File: src/rtl/imm_extend_ctrl.sv
// ID-stage immediate-extension controller: decodes the opcode into an extension
// mode, forms the extended immediate and hands it to EX through a 2-entry skid buffer.
module imm_extend_ctrl #(
    parameter int IMM_W      = 16,
    parameter int DATA_W     = 32,
    parameter bit SLTIU_ZERO = 1'b0
) (
    input  logic              clk,
    input  logic              rst_n,
    input  logic [31:0]       Instruction,
    input  logic              InValid,
    output logic              InReady,
    input  logic              Flush,
    input  logic              OutReady,
    output logic              OutValid,
    output logic [DATA_W-1:0] ExtImmediate,
    output logic [1:0]        ExtMode,
    output logic              IllegalOp
);

    localparam logic [1:0] MODE_NONE = 2'b00;
    localparam logic [1:0] MODE_SIGN = 2'b01;
    localparam logic [1:0] MODE_ZERO = 2'b10;
    localparam logic [1:0] MODE_LUI  = 2'b11;

    localparam logic [5:0] OP_RTYPE = 6'h00;
    localparam logic [5:0] OP_J     = 6'h02;
    localparam logic [5:0] OP_JAL   = 6'h03;
    localparam logic [5:0] OP_BEQ   = 6'h04;
    localparam logic [5:0] OP_BNE   = 6'h05;
    localparam logic [5:0] OP_ADDI  = 6'h08;
    localparam logic [5:0] OP_ADDIU = 6'h09;
    localparam logic [5:0] OP_SLTI  = 6'h0A;
    localparam logic [5:0] OP_SLTIU = 6'h0B;
    localparam logic [5:0] OP_ANDI  = 6'h0C;
    localparam logic [5:0] OP_ORI   = 6'h0D;
    localparam logic [5:0] OP_XORI  = 6'h0E;
    localparam logic [5:0] OP_LUI   = 6'h0F;
    localparam logic [5:0] OP_LW    = 6'h23;
    localparam logic [5:0] OP_SW    = 6'h2B;

    typedef struct packed {
        logic [DATA_W-1:0] imm;
        logic [1:0]        mode;
        logic              illegal;
    } entry_t;

    logic [5:0]       op;
    logic [IMM_W-1:0] imm_field;
    entry_t           dec;

    entry_t out_q, out_d;
    logic   out_valid_q, out_valid_d;
    entry_t skid_q, skid_d;
    logic   skid_valid_q, skid_valid_d;
    logic   in_ready_q, in_ready_d;

    logic   in_fire;
    logic   out_fire;

    assign op        = Instruction[31:26];
    assign imm_field = Instruction[IMM_W-1:0];

    // NOTE: every signal written here gets a default first, so no path leaves it unassigned and no latch is inferred.
    always_comb begin
        dec.mode    = MODE_NONE;
        dec.illegal = 1'b0;
        unique case (op)
            OP_BEQ, OP_BNE, OP_ADDI, OP_ADDIU,
            OP_SLTI, OP_LW, OP_SW:           dec.mode = MODE_SIGN;
            OP_SLTIU:                        dec.mode = SLTIU_ZERO ? MODE_ZERO : MODE_SIGN;
            OP_ANDI, OP_ORI, OP_XORI:        dec.mode = MODE_ZERO;
            OP_LUI:                          dec.mode = MODE_LUI;
            OP_RTYPE, OP_J, OP_JAL:          dec.mode = MODE_NONE;
            default:                         dec.illegal = 1'b1;
        endcase
    end

    always_comb begin
        dec.imm = '0;
        unique case (dec.mode)
            MODE_SIGN: dec.imm = {{(DATA_W-IMM_W){imm_field[IMM_W-1]}}, imm_field};
            MODE_ZERO: dec.imm = {{(DATA_W-IMM_W){1'b0}}, imm_field};
            MODE_LUI:  dec.imm[2*IMM_W-1:IMM_W] = imm_field;
            default:   dec.imm = '0;
        endcase
    end

    assign in_fire  = InValid & in_ready_q;
    assign out_fire = out_valid_q & OutReady;

    // Entry 0 is free at the edge when it is empty or being consumed; the skid
    // entry always drains first so order stays FIFO.
    always_comb begin
        out_d        = out_q;
        out_valid_d  = out_valid_q;
        skid_d       = skid_q;
        skid_valid_d = skid_valid_q;
        if (Flush) begin
            out_valid_d  = 1'b0;
            skid_valid_d = 1'b0;
        end else if (out_fire || !out_valid_q) begin
            if (skid_valid_q) begin
                out_d        = skid_q;
                out_valid_d  = 1'b1;
                skid_valid_d = 1'b0;
            end else if (in_fire) begin
                out_d       = dec;
                out_valid_d = 1'b1;
            end else begin
                out_valid_d = 1'b0;
            end
        end else if (in_fire) begin
            skid_d       = dec;
            skid_valid_d = 1'b1;
        end
        in_ready_d = !skid_valid_d;
    end

    // NOTE: sequential state is updated with non-blocking assignments so every flop samples pre-edge values.
    always_ff @(posedge clk) begin
        if (!rst_n) begin
            out_q        <= '0;
            out_valid_q  <= 1'b0;
            skid_valid_q <= 1'b0;
            in_ready_q   <= 1'b1;
        end else begin
            out_q        <= out_d;
            out_valid_q  <= out_valid_d;
            skid_valid_q <= skid_valid_d;
            in_ready_q   <= in_ready_d;
        end
    end

    // NOTE: skid payload is not reset; it is only ever read while skid_valid_q is set.
    always_ff @(posedge clk) begin
        skid_q <= skid_d;
    end

    assign InReady      = in_ready_q;
    assign OutValid     = out_valid_q;
    assign ExtImmediate = out_q.imm;
    assign ExtMode      = out_q.mode;
    assign IllegalOp    = out_q.illegal;

endmodule

File: config.mk
export PLATFORM = sky130hd
export DESIGN_NAME = imm_extend_ctrl
export DESIGN_NICKNAME = d
export VERILOG_FILES = /design/src/rtl/imm_extend_ctrl.sv
export SDC_FILE = /design/constraint.sdc
export NUM_CORES = 1
export LEC_CHECK = 0
export ABC_CLOCK_PERIOD_IN_PS = 3700
export CAP_MARGIN = 20
export CORE_UTILIZATION = 45
export DETAILED_ROUTE_END_ITERATION = 16
export GPL_TIMING_DRIVEN = 0
export MAX_ROUTING_LAYER = met4
export PLACE_DENSITY = 0.76
export SLEW_MARGIN = 10
export SYNTH_ARGS = -nofsm -noshare
export SYNTH_HDL_FRONTEND = slang
export SYNTH_SLANG_ARGS = --single-unit
File: constraint.sdc
create_clock -name clk -period 3.7 [get_ports clk]
set_input_delay 0.555 -clock clk [delete_from_list [all_inputs] [get_ports clk]]
set_output_delay 0.555 -clock clk [all_outputs]
set_load 0.02 [all_outputs]
======== Word-level counts from Yosys, hierarchy flattened ========
Index checks and enable logic that the tools add are counted.
W data, S select, Z words.
operators by class
  bitwise operators ....................... 5
  reduce and logical (&&, ||, !) cells .... 12
  equal/unequal tests ..................... 17
  multiplexer cells ....................... 11
operators with widths
  operator              number
  $mux W35              2
  $eq A6 B4 Y1 const B  8
  $pmux W16 S2          1
  $mux W16              1
  $reduce_or A15 Y1     1
  $eq A6 B2 Y1 const B  2
  $eq A6 B3 Y1 const B  2
  $eq A6 B6 Y1 const B  2
  $reduce_or A8 Y1      1
  $logic_not A6 Y1      1
  $mux W1               6
  $pmux W2 S3           1
  $reduce_and A3 Y1     2
  $eq A2 B2 Y1 const B  2
  $reduce_or A2 Y1      2
  $not A1 Y1            3
  $reduce_or A3 Y1      1
  $and A1 B1 Y1         2
  $eq A2 B1 Y1 const B  1
  $logic_not A1 Y1      2
  $reduce_bool A2 Y1    1
  $logic_or A1 B1 Y1    1
word-level totals
  bits of input ports ..................... 37
  register bits ........................... 73
  output and inout bits ................... 37

======== Depth between registers and ports, before layout ========
  depth in word-level cells ............... 8
  depth in mapped cells ................... 11

======== Worst setup path after synthesis ========
No wires, ideal clock.
  kind .................................... in2reg
  from .................................... in OutReady
  to ...................................... reg skid_q[0] in the netlist's numbering, enable pin
  data required time ...................... 3.229 ns
  path buffers ............................ 0
  stages on the path ...................... 2
  setup slack ............................. 0.107 ns
  setup time .............................. 0.471 ns
  arrival ................................. 3.122 ns
  cells stage by stage .................... nand2b_1 > nor3_1
between the ends
  cells in the longest elaborated chain, start to end .. 4
RTL lines
  item                                RTL line  source
  start, declared                     14        input logic OutReady,
  $and A1 B1 Y1                       90        assign out_fire = out_valid_q & OutReady;
  $logic_or A1 B1 Y1                  102       end else if (out_fire || !out_valid_q) begin
  $not A1 Y1 (no source line)         n/a
  $reduce_and A3 Y1 (no source line)  n/a
  end signal, assigned                137       skid_q <= skid_d;
  end, declared                       54        entry_t skid_q, skid_d;
No other way between the ends.
A chain may end at the register's enable or synchronous reset.

==> impl_metrics.ini <==
[cells_and_area]
nets = 400
num_antenna_cells = 0
fin_area_um2 = 4230
layout-drive-gt1-share = 0.109
areaGrowthSynthToFinish_pct = 31.3

[floorplanning]
rows = 30
die_y_um = 86.6
start_util = 0.469
die_x_um = 86.6
ios = 74
core_area_um2 = 6870
dieArea_um2 = 7500

[global_routing]
use_met1 = 0.282
antenna_found_initial = 0
track_usage = 0.227
grtUsageMet3 = 0.0619
grt-ovfl-total = 0
grt_pass1_vias = 2405
grt_use_met2 = 0.363
grt_start_max_net_pins = 13
grt_first_pass_wirelength_um = 12300
grt.busiest_layer = met2

[yosys]
async_flop_share = 0
yosysTopAreaCell = edfxtp_1
synth_flop_cell = dfxtp_1
synth_cells = 284
synth_edf_count = 35
synth.area.top_cells = edfxtp_1, dfxtp_1, mux2i_1
yosysTopAreaCellShare = 0.326
yosysMostFrequentCell = dfxtp_1
syn_avg_cell_area_um2 = 11.3
synth-seq-cells = 73
synth_cell_types = 35
ys_seq_area_frac = 0.562
yosysWarningCount = 0
synth_commonest_cells = dfxtp_1, edfxtp_1, nor2_1, mux2i_1, a21oi_1
synth_area_um2 = 3220
synth_nets = 323

[status]
status = complete, no violations

[pwr]
peakVddDrop_mv = 0.338
powerDensity_nw_per_um2 = 410
power_leakage_uw = 0.00148

[route]
vias_per_cell = 5.37
drt-total-wl_um = 7590
wire_per_inst_um = 16.4
drt_iter0_markers = 144
drc = 0
vias = 2483
drtAntennaViolNets = 0
dr.pass1.iters = 5

[cts]
clkTransAtPathRegs_ns = 0.08
root_buffer = clkbuf_8
cts.path.max_buffers = 2
post_cts_resized = 0
postCtsSetupRepairBufs = 0
tritoncts = yes
clk_latency_ns = 0.35
cts_inserted_buffers = 9
cts_hold_buf = 0
cts_sinks = 73
htree_levels = 3

[worst_setup_path]
crit_required_ns = 3.96
critPathArrivalTime_ns = 3.53
crit_type = input pin to register
critical_path.endpoint_type = register
crit_fanout = 10
setup.worst_path.start_class = input pin

[placed_design]
placedInstanceArea_um2 = 4000
io_buffer_count = 63
gp_congestion = 0.886
dp_hpwl_um = 5530

[sta]
period_minus_slack_ns = 3.28
hold_violations = 0
finalSetupViolCount = 0
rsz0062_at_grt = no
max_slew_margin = 0.503
maxSlewViolCount = 0
fin_hold_ws_ns = 0.490
worst-slew-pin-transition_ns = 0.746
finClkSkew_ns = 0.00669
clock.fmax_mhz = 305
finalCritPeriodShare = 0.885

[min_path]
hp-class = register to register

[run]
max_cap_viol_count = 0
==> cell type report <==
| type | count | area (um2) |
|---|---|---|
| buffer | 19 | 87.6 |
| clock buffer | 14 | 215 |
| clock inverter | 2 | 13.8 |
| fill | 568 | 2640 |
| inverter | 6 | 22.5 |
| multi-input combinational | 186 | 1310 |
| sequential | 73 | 1810 |
| tap | 96 | 120 |
| timing repair buffer | 66 | 653 |
==> stage by stage <==
stage          setup WS (ns)  TNS [ns]  cells  total power, uW  utilization
6_report               0.424         0    462             1730        0.616
5_1_grt                0.221         0    462             1790        0.616
4_1_cts                0.423         0    462             1740        0.616
3_5_place_dp           0.102         0    446             1080        0.582
3_3_place_gp           -1.53    -53.45    443             1070        0.578
2_1_floorplan          0.107         0    284              987            -
==> layer usage <==
metal	up-vias	routed length [um]
met4	0	82
met1	1214	3280
met3	6	390
li1	1180	-
met5	-	0
met2	83	3830
==> logic make-up after synthesis <==
kind of cell | count (synthesis) | synth area share
adder cells (fa/ha/maj) | 2 | 0.00777
AND/OR/NAND/NOR | 88 | 0.143
flip-flops | 73 | 0.562
multiplexers | 30 | 0.0932
AO/OA/AOI/OAI | 66 | 0.159
buffers and inverters | 25 | 0.0342
==> critical path: stages <==
cell	delay [ns]
clkdlybuf4s50_1	0.51
nand2b_1	0.22
a21oi_1	0.50
o21bai_4	0.19
buf_2	0.24
inv_1	0.13
ha_1	0.35
clkbuf_1	0.28
nor2b_1	0.21
mux2i_1	0.09
a211oi_1	0.26
==> path summary, 6_finish.rpt <==
path / startpoint / endpoint / slack (ns) / cells after the start
worst min-delay path: IllegalOp / IllegalOp / 0.49 / 2
worst max register to register: skid_valid_q / ExtImmediate[27] / 1.74 / 6
worst max-delay path: Instruction[31] / ExtImmediate[11] / 0.42 / 11
worst min register to register: IllegalOp / IllegalOp / 0.49 / 2
==> layout by cell type, fill, tap and decap left out, drive strengths merged, types with 2 or more instances in the layout <==
| cell | netlist | routed |
|---|---|---|
| inv | 6 | 6 |
| o21ai | 4 | 4 |
| ha | 2 | 2 |
| o211ai | 3 | 3 |
| mux2i | 30 | 30 |
| a211oi | 15 | 15 |
| o211a | 2 | 2 |
| clkbuf | 13 | 27 |
| and2 | 16 | 16 |
| a21oi | 22 | 22 |
| nor2 | 34 | 34 |
| clkinv | 0 | 2 |
| nand2b | 4 | 4 |
| nand3 | 3 | 3 |
| nand2 | 5 | 5 |
| edfxtp | 35 | 35 |
| dfxtp | 38 | 38 |
| nor2b | 16 | 16 |
| o22ai | 15 | 15 |
| or3 | 2 | 2 |
| clkdlybuf4s50 | 0 | 63 |
| nor3 | 4 | 4 |
| buf | 6 | 9 |
==> state kept, by name, summed over array words and instances, names as in the netlist <==
register / count
IllegalOp: 1
InReady: 1
skid_valid_q: 1
skid_q: 35
ExtMode: 2
ExtImmediate: 32
OutValid: 1
==> power by group <==
group          internal, uW  total (uW)  switching [uW]
combinational          87.1         194             107
clock                   381         673             292
sequential              859         868            8.49
total                  1330        1730             408
Power figures use the tool's default switching activity.
